File: src/rtl/uart_btn_cmd_decoder_if.sv
// uart_btn_cmd_decoder_if
//   Byte stream from the UART receiver into the command decoder.
//   rx_data  8  received byte, meaningful only while rx_done is high
//   rx_done  1  one-cycle strobe marking a new byte on rx_data
//   modport master: the UART receiver (drives the byte stream)
//   modport slave : the command decoder (consumes the byte stream)
interface uart_btn_cmd_decoder_if;
  logic [7:0] rx_data;
  logic       rx_done;

  modport master (output rx_data, output rx_done);
  modport slave  (input  rx_data, input  rx_done);
endinterface

File: src/rtl/uart_btn_cmd_decoder.sv
// uart_btn_cmd_decoder
//   Turns ASCII command bytes from the UART receiver into timed button
//   presses, one 4-bit press vector per mode (watch, stopwatch, sr04, dht11).
//   A bare letter U/D/L/R (any case) presses in the mode chosen by sw_sel;
//   '#'<0-3><letter> presses in the explicitly addressed mode.
//
// Ports
//   clk                   in   system clock, rising edge
//   reset                 in   synchronous active-high reset
//   rx                    if   byte stream (rx_data / rx_done), slave side
//   sw_sel                in   current mode (0 watch, 1 stopwatch, 2 sr04, 3 dht11)
//   o_btn_uart_watch      out  press vector, watch mode
//   o_btn_uart_stopwatch  out  press vector, stopwatch mode
//   o_btn_uart_sr04       out  press vector, sr04 mode
//   o_btn_uart_dht11      out  press vector, dht11 mode
//   o_cmd_err             out  one-cycle pulse when a byte is rejected or a
//                              '#' sequence times out
//   tx_busy / tx_start / tx_data  (only with ECHO_EN) upper-case echo of
//                              every accepted letter to the UART transmitter
//
// Build option: define ECHO_EN to add the echo path and its tx ports.
module uart_btn_cmd_decoder #(
  parameter int PULSE_CYCLES   = 100_000,
  parameter int TIMEOUT_CYCLES = 100_000_000
) (
  input  logic                    clk,
  input  logic                    reset,
  uart_btn_cmd_decoder_if.slave   rx,
  input  logic [1:0]              sw_sel,
  output logic [3:0]              o_btn_uart_watch,
  output logic [3:0]              o_btn_uart_stopwatch,
  output logic [3:0]              o_btn_uart_sr04,
  output logic [3:0]              o_btn_uart_dht11,
  output logic                    o_cmd_err
`ifdef ECHO_EN
  ,
  input  logic                    tx_busy,
  output logic                    tx_start,
  output logic [7:0]              tx_data
`endif
);

  localparam int PW = (PULSE_CYCLES   > 1) ? $clog2(PULSE_CYCLES)   : 1;
  localparam int TW = (TIMEOUT_CYCLES > 1) ? $clog2(TIMEOUT_CYCLES) : 1;
  localparam logic [PW-1:0] PULSE_LAST   = PW'(PULSE_CYCLES - 1);
  localparam logic [TW-1:0] TIMEOUT_LAST = TW'(TIMEOUT_CYCLES - 1);

  typedef enum logic [1:0] {
    S_IDLE  = 2'd0,
    S_PFX   = 2'd1,
    S_TGT   = 2'd2,
    S_PRESS = 2'd3
  } state_t;

  state_t        state_reg,  state_next;
  logic [1:0]    target_reg, target_next;
  logic [3:0]    bit_reg,    bit_next;
  logic [PW-1:0] pulse_reg,  pulse_next;
  logic [TW-1:0] to_reg,     to_next;
  logic          err_reg,    err_next;
  logic          accept_letter;
  logic [3:0]    letter_bit;

  // One-hot button bit for U/D/L/R in either case, zero for anything else.
  always_comb begin
    letter_bit = 4'b0000;
    case (rx.rx_data)
      8'h55, 8'h75: letter_bit = 4'b0001;  // U u
      8'h44, 8'h64: letter_bit = 4'b0010;  // D d
      8'h4C, 8'h6C: letter_bit = 4'b0100;  // L l
      8'h52, 8'h72: letter_bit = 4'b1000;  // R r
      default:      letter_bit = 4'b0000;
    endcase
  end

  always_ff @(posedge clk) begin
    if (reset) begin
      state_reg  <= S_IDLE;
      target_reg <= 2'b00;
      bit_reg    <= 4'b0000;
      pulse_reg  <= '0;
      to_reg     <= '0;
      err_reg    <= 1'b0;
    end else begin
      state_reg  <= state_next;
      target_reg <= target_next;
      bit_reg    <= bit_next;
      pulse_reg  <= pulse_next;
      to_reg     <= to_next;
      err_reg    <= err_next;
    end
  end

  always_comb begin
    state_next    = state_reg;
    target_next   = target_reg;
    bit_next      = bit_reg;
    pulse_next    = pulse_reg;
    to_next       = to_reg;
    err_next      = 1'b0;
    accept_letter = 1'b0;

    case (state_reg)
      S_IDLE: begin
        to_next = '0;
        if (rx.rx_done) begin
          if (letter_bit != 4'b0000) begin
            target_next   = sw_sel;
            bit_next      = letter_bit;
            pulse_next    = PULSE_LAST;
            accept_letter = 1'b1;
            state_next    = S_PRESS;
          end else if (rx.rx_data == 8'h23) begin
            state_next = S_PFX;
          end else if (rx.rx_data != 8'h0D && rx.rx_data != 8'h0A) begin
            err_next = 1'b1;
          end
        end
      end

      S_PFX: begin
        if (rx.rx_done) begin
          // '0'..'3' are 8'h30..8'h33: upper six bits fixed, low two are the mode.
          if (rx.rx_data[7:2] == 6'b001100) begin
            target_next = rx.rx_data[1:0];
            to_next     = '0;
            state_next  = S_TGT;
          end else begin
            err_next   = 1'b1;
            state_next = S_IDLE;
          end
        end else if (to_reg == TIMEOUT_LAST) begin
          err_next   = 1'b1;
          state_next = S_IDLE;
        end else begin
          to_next = to_reg + 1'b1;
        end
      end

      S_TGT: begin
        if (rx.rx_done) begin
          if (letter_bit != 4'b0000) begin
            bit_next      = letter_bit;
            pulse_next    = PULSE_LAST;
            accept_letter = 1'b1;
            state_next    = S_PRESS;
          end else begin
            err_next   = 1'b1;
            state_next = S_IDLE;
          end
        end else if (to_reg == TIMEOUT_LAST) begin
          err_next   = 1'b1;
          state_next = S_IDLE;
        end else begin
          to_next = to_reg + 1'b1;
        end
      end

      S_PRESS: begin
        // Bytes arriving mid-press are dropped; the press keeps running.
        if (rx.rx_done) begin
          err_next = 1'b1;
        end
        if (pulse_reg == '0) begin
          state_next = S_IDLE;
        end else begin
          pulse_next = pulse_reg - 1'b1;
        end
      end

      default: state_next = S_IDLE;
    endcase
  end

  // The press is visible only while in PRESS, so leaving PRESS (or reset)
  // drops the vector in the same cycle the state changes.
  logic [3:0] btn_mode [4];

  generate
    for (genvar gi = 0; gi < 4; gi++) begin : g_btn
      assign btn_mode[gi] = (state_reg == S_PRESS && target_reg == 2'(gi)) ? bit_reg : 4'b0000;
    end
  endgenerate

  assign o_btn_uart_watch     = btn_mode[0];
  assign o_btn_uart_stopwatch = btn_mode[1];
  assign o_btn_uart_sr04      = btn_mode[2];
  assign o_btn_uart_dht11     = btn_mode[3];
  assign o_cmd_err            = err_reg;

`ifdef ECHO_EN
  logic       echo_full_reg;
  logic [7:0] echo_data_reg;
  logic       tx_start_reg;
  logic [7:0] tx_data_reg;

  // One-deep holding register in front of the transmitter. A letter that
  // arrives while it is still occupied is silently discarded.
  always_ff @(posedge clk) begin
    if (reset) begin
      echo_full_reg <= 1'b0;
      echo_data_reg <= 8'h00;
      tx_start_reg  <= 1'b0;
      tx_data_reg   <= 8'h00;
    end else begin
      tx_start_reg <= 1'b0;
      if (echo_full_reg && !tx_busy) begin
        tx_start_reg  <= 1'b1;
        tx_data_reg   <= echo_data_reg;
        echo_full_reg <= 1'b0;
      end
      if (accept_letter && !echo_full_reg) begin
        echo_full_reg <= 1'b1;
        echo_data_reg <= rx.rx_data & 8'hDF;  // clearing bit 5 upper-cases a letter
      end
    end
  end

  assign tx_start = tx_start_reg;
  assign tx_data  = tx_data_reg;
`endif

endmodule
File: src/flat_wrapper.sv
// flat-port wrapper written by rule: the top's interface ports become plain ports
module uart_btn_cmd_decoder_flat 
#(
  parameter int PULSE_CYCLES   = 100_000,
  parameter int TIMEOUT_CYCLES = 100_000_000
)
  (clk, reset, sw_sel, o_btn_uart_watch, o_btn_uart_stopwatch, o_btn_uart_sr04, o_btn_uart_dht11, o_cmd_err, rx_rx_data, rx_rx_done);
  uart_btn_cmd_decoder_if rx_i ();
  input  logic clk;
  input  logic reset;
  input  logic [1:0] sw_sel;
  output logic [3:0] o_btn_uart_watch;
  output logic [3:0] o_btn_uart_stopwatch;
  output logic [3:0] o_btn_uart_sr04;
  output logic [3:0] o_btn_uart_dht11;
  output logic o_cmd_err;
  input wire logic [$bits(rx_i.rx_data)-1:0] rx_rx_data;
  input wire logic [$bits(rx_i.rx_done)-1:0] rx_rx_done;
  assign rx_i.rx_data = rx_rx_data;
  assign rx_i.rx_done = rx_rx_done;
  uart_btn_cmd_decoder #(.PULSE_CYCLES(PULSE_CYCLES), .TIMEOUT_CYCLES(TIMEOUT_CYCLES)) u_core (.clk(clk), .reset(reset), .rx(rx_i), .sw_sel(sw_sel), .o_btn_uart_watch(o_btn_uart_watch), .o_btn_uart_stopwatch(o_btn_uart_stopwatch), .o_btn_uart_sr04(o_btn_uart_sr04), .o_btn_uart_dht11(o_btn_uart_dht11), .o_cmd_err(o_cmd_err));
endmodule
File: config.mk
export PLATFORM = sky130hd
export DESIGN_NAME = uart_btn_cmd_decoder_flat
export DESIGN_NICKNAME = d
export VERILOG_FILES = /design/src/rtl/uart_btn_cmd_decoder_if.sv /design/src/rtl/uart_btn_cmd_decoder.sv /design/src/flat_wrapper.sv
export SDC_FILE = /design/constraint.sdc
export NUM_CORES = 1
export LEC_CHECK = 0
export ABC_CLOCK_PERIOD_IN_PS = 2300
export CAP_MARGIN = 20
export CORE_MARGIN = 3
export CORE_UTILIZATION = 52
export DETAILED_ROUTE_END_ITERATION = 12
export GPL_TIMING_DRIVEN = 0
export HOLD_SLACK_MARGIN = 0.1
export PLACE_DENSITY = 0.75
export SLEW_MARGIN = 10
export SYNTH_ARGS = -nofsm -noshare
export SYNTH_HDL_FRONTEND = slang
export SYNTH_SLANG_ARGS = --single-unit
File: constraint.sdc
create_clock -name clk -period 2.3 [get_ports clk]
set_input_delay 0.23 -clock clk [delete_from_list [all_inputs] [get_ports clk]]
set_output_delay 0.23 -clock clk [all_outputs]
set_load 0.005 [all_outputs]
After elaboration in Yosys (flattened, before gate mapping)
Index checks and enable logic that the tools add are counted.
{ "totals": {"word_cells": 100, "output_inout_bits": 17, "ff_bits": 53, "input_bits": 13} }
{ "classes": {"eq_ne": 30, "add_sub_neg": 2, "muxes": 40, "reduce_logical": 22} }
{ "op_table": {"columns": ["cell", "n"], "rows": [
  ["$mux 27", 4],
  ["$pmux 27 s3", 1],
  ["$eq 8x7->1 const B", 8],
  ["$mux 17", 3],
  ["$pmux 17 s2", 1],
  ["$add 27x1->27 const B", 1],
  ["$eq 27x27->1 const B", 1],
  ["$mux 2", 13],
  ["$logic_not 17->1", 1],
  ["$sub 17x1->17 const B", 1],
  ["$mux 4", 4],
  ["$ne 8x4->1 const B", 2],
  ["$pmux 4 s4", 1],
  ["$mux 1", 10],
  ["$ne 2x1->1 const B", 5],
  ["$reduce_or 2->1", 5],
  ["$reduce_and 3->1", 3],
  ["$eq 2x2->1 const B", 4],
  ["$eq 8x6->1 const B", 1],
  ["$ne 2x2->1 const B", 4],
  ["$pmux 2 s4", 1],
  ["$eq 6x4->1 const B", 1],
  ["$logic_and 1x1->1", 5],
  ["$reduce_and 5->1", 1],
  ["10 further kinds", 13]
]} }

Depth between registers and ports, before layout
{ "logic_depth": {"word_depth": 7, "mapped_depth": 10, "ltp_nobuf": 8} }

Least setup slack after synthesis
Ideal clock, no wire load.
{ "synth_timing": {"path_type": "register to register", "start": "register u_core.state_reg[1]", "end": "register u_core.to_reg[23]", "required_ns": 2.241, "n_path_buf": 2, "setup_ns": 0.059, "path_stages_with_launch": 11, "slack_ns": 0.083, "t_arrival_ns": 2.158, "cell_sequence": "dfxtp_1 inv_1 ha_1 clkbuf_1 nor3_1 a21oi_1 and2_1 buf_6 a21o_1 or4_1 nand2_1"} }
{ "synth_between": {"elab_chain_len": 3, "word_cells_on_any_way": 8} }
{ "synth_lines": {"columns": ["item", "line", "text"], "rows": [
  ["start: declaration", "uart_btn_cmd_decoder.sv:55", "state_t state_reg, state_next;"],
  ["start signal: assignment", "uart_btn_cmd_decoder.sv:85", "state_reg <= state_next;"],
  ["$eq 2x1->1, or another cell as far along", "uart_btn_cmd_decoder.sv:103", "case (state_reg)"],
  ["$ne 3x2->1 (no line), or another cell as far along", null, null],
  ["$reduce_and 3->1 (no line)", null, null],
  ["end signal: assignment", "uart_btn_cmd_decoder.sv:89", "to_reg <= to_next;"],
  ["end: declaration", "uart_btn_cmd_decoder.sv:59", "logic [TW-1:0] to_reg, to_next;"]
]} }
Parallel ways exist; a longest one is shown, timed or not.
A chain may end at the register's enable or synchronous reset.

Worst setup path after layout
{ "layout_timing": {"start": "register u_core.to_reg[0]", "end": "register u_core.to_reg[12]"} }
{ "layout_between": {"elab_chain_len": 4, "word_cells_on_any_way": 6} }
{ "layout_lines": {"columns": ["item", "line"], "rows": [
  ["$add 27x1->27 or $eq 27x27->1 (tied branches)", null],
  ["$mux 27 *", "uart_btn_cmd_decoder.sv:132, uart_btn_cmd_decoder.sv:151"],
  ["$mux 27 (on tied branches)", "uart_btn_cmd_decoder.sv:141, uart_btn_cmd_decoder.sv:122"],
  ["$pmux 27 s3 *", "uart_btn_cmd_decoder.sv:103"]
]} }
Every way passes the cells marked *; elsewhere a longest branch is shown, timed or not. The select of a mux whose other input is x is not followed.

==> flow_metrics.tcl <==
set metrics [dict create \
    setup_viol 0 \
    synth_cell_type_count 62 \
    placed_area_um2 3630 \
    final_cell_mix "dfxtp_1, nor2_1, clkdlybuf4s50_1, xor2_1" \
    slowest_stage "dfxtp_4" \
    p_leak_nw 1.27 \
    cts_tree "done" \
    slew_viol_final 0 \
    drive_gt1_share_pct 13.0 \
    die_w_um 85.2 \
    power.internal_mw 1.27 \
    core_um2 5990 \
    initial_core_util_pct 54.5 \
    chipHeight_um 85.2 \
    clockRootBuffer "clkbuf_8" \
    dr.pass1.iters 4 \
    post-route-drc-count 0 \
    syn_to_final_growth_pct 17.7 \
    synth_top_area_share_pct 32.5 \
    synthArstFlopShare_pct 0 \
    largest_reg_flops 27 \
    synth_top_area_cell "dfxtp_1" \
    worst_setup_path_end_kind "flop" \
    io_buffer_count 27 \
    sequentialPowerShare_pct 54.7 \
    fin_worst_skew_ns 0.0106 \
    clk_latency_ns 0.31 \
    timing.hold.ws_ns 0.403 \
    crit_fanout 8 \
    ir_worst_vdd_mv 0.293 \
    antenna-diode-count 0 \
    fmax_mhz 453 \
    dieArea_um2 7260 \
    wire_per_inst_um 15.0 \
    ys_top_cells_by_area "dfxtp_1, xor2_1, nor2_1" \
    ys.flop_type "dfxtp_1" \
    clkTransAtPathRegs_ns 0.10 \
    comb_power_share_pct 15.3 \
    fillers 521 \
    maxCapViolations 0 \
    clkPwrFrac_pct 30.0 \
    synth_nets 415 \
    ant_nets 0 \
    cellPowerDensity_nw_per_um2 459 \
    slew_headroom_pct 64.4 \
    max_stage_delay_ns 0.39 \
    routed_wl_mm 7.62 \
    cp-start-kind "flop" \
    track_usage_pct 20.8 \
    path_cells "ha_4 -> nand3_4 -> or2_1 -> buf_4 -> or3_1 -> clkbuf_4 -> nand3_1 -> nor4_1 -> a311o_1" \
    tightestPinTransition_ns 0.534 \
    multi_input_area_um2 2140 \
    htree_levels 2 \
    gp_congestion 0.876 \
    design_area_um2 3840 \
    overflow 0 \
    io-pin-count 30 \
    antenna_found_initial 0 \
    synth_seq_area_share_pct 32.5 \
    hold_path_class "in2reg" \
    swShare_pct 28.1 \
    critPathKind "reg2reg" \
    yosysWarningCount 0 \
    cts_buffers 5 \
    cts.sinks 53 \
    dpl.hpwl_mm 5.46 \
    grt_pass1_wl_mm 12.6 \
    via_per_inst 5.97 \
    vias 3021 \
    netSwitchingPower_uw 496 \
    grt_pass1_vias 2854 \
    arrival_ns 2.42 \
    std_cell_rows 28 \
    cts_buffer_depth 2 \
    required_ns 2.51 \
    ys_seq_elements 53 \
    finalCritPeriodShare_pct 96.0 \
    hold_viol 0 \
    final_common_cell "dfxtp_1" \
    status "completed" \
    grt_max_degree 17 \
    syn_inst 396 \
    synth_edf_count 0 \
    fin_crit_ns 2.21 \
    nets 449 \
    netlist_area_um2 3260 \
    dr.first_iter.drc_count 110 \
    regArea_um2 1070 \
    synth.avg_cell_area_um2 8.24 \
]
## power groups by stage
stage / registers (mW) / clock network (mW) / logic (mW)
2_1_floorplan: 0.980 / 0 / 0.185
3_3_place_gp: 0.983 / 0 / 0.251
3_5_place_dp: 0.984 / 0 / 0.257
4_1_cts: 0.964 / 0.549 / 0.259
5_1_grt: 0.967 / 0.577 / 0.304
6_report: 0.964 / 0.529 / 0.270
## what timing repair did
item,in CTS,in global routing
hold buffers,0,0
setup endpoints to repair,39,48
cloned,0,0
pin swaps,1,1
setup buffers,1,2
gates resized for setup,7,24
## Yosys cell counts, types with 2 or more instances
master and instances:
buf_4 3, buf_2 7, nor3b_1 6, and2_1 16, or3_1 5, or4_1 4, nor3_1 17, nand4b_1 3
dfxtp_1 53, nor2_2 2, a21o_1 2, and3_1 7, xor2_1 21, nor4b_1 2, mux2i_1 7, nand3_1 15
o31ai_1 3, nand2b_1 4, nand4bb_1 2, nand2_1 18, ha_1 6, or2_2 3, nand4_1 18, a32o_1 2
nor4_1 11, a211oi_1 3, nor2b_1 3, nor4_2 4, o21ai_1 9, a31oi_1 2, o31a_1 2, a21oi_1 13
inv_1 13, and4_1 4, nor2_1 48, clkbuf_1 9, o21ai_0 11, xnor2_1 13, a311oi_1 2
## routing by layer
| layer | vias up | routed length [um] | track usage [%] |
|---|---|---|---|
| li1 | 1511 | - | - |
| met2 | 74 | 3730 | 35.9 |
| met1 | 1425 | 3500 | 26.2 |
| met3 | 11 | 305 | 4.17 |
| met5 | - | 0 | 0 |
| met4 | 0 | 80 | 6.19 |
## per-stage QoR
| step | cells | utilization [%] | setup TNS [ns] | setup slack [ns] | total power [mW] |
|---|---|---|---|---|---|
| after floorplan | 396 | - | 0 | 0.0829 | 1.16 |
| after global placement | 498 | 60.5 | -9.72 | -0.291 | 1.23 |
| after detailed placement | 498 | 60.5 | -11.88 | -0.321 | 1.24 |
| after CTS | 505 | 62.3 | 0 | 0.0152 | 1.77 |
| after global routing | 506 | 64.1 | -0.0000924 | -0.0000924 | 1.85 |
| final | 506 | 64.1 | 0 | 0.0920 | 1.76 |
## worst max-delay path, delay by kind of cell, from the launching register on
family | cells | cell delay, ns
fa+ha+maj | 1 | 0.16
simple gates | 5 | 0.89
flops | 1 | 0.39
buf+inv | 2 | 0.36
compound gates | 1 | 0.31
## layout make-up
class                      instances  area share (%)
sequential                        53            27.9
buffer                            17            2.61
tap                               75            2.44
clock inverter                     2           0.358
inverter                          13            1.27
timing repair buffer              30            7.75
multi-input combinational        310            55.8
clock buffer                       6            1.89
## cells by family (layout without fill, tap and decap cells)
group | count (synthesis) | in the layout | synth area share (%)
DFF | 53 | 53 | 32.5
xor gates and xnor gates | 34 | 34 | 9.13
muxes | 7 | 7 | 2.15
and+or+nand+nor | 205 | 205 | 36.9
buffers and inverters | 33 | 68 | 4.64
AOI/OAI and AO/OA | 58 | 58 | 12.3
adders and majority gates | 6 | 6 | 2.30
## worst paths after layout
| kind | start | to | slack (ns) | cells past startpoint |
|---|---|---|---|---|
| worst min register to register | u_core.bit_reg[1] | u_core.bit_reg[1] | 0.50 | 2 |
| worst max-delay path | u_core.to_reg[0] | u_core.to_reg[12] | 0.09 | 9 |
| worst max register to register | u_core.to_reg[0] | u_core.to_reg[12] | 0.09 | 9 |
| worst min-delay path | rx_rx_data[1] | u_core.target_reg[1] | 0.40 | 3 |
No activity file was read; power rests on OpenSTA's default activity.
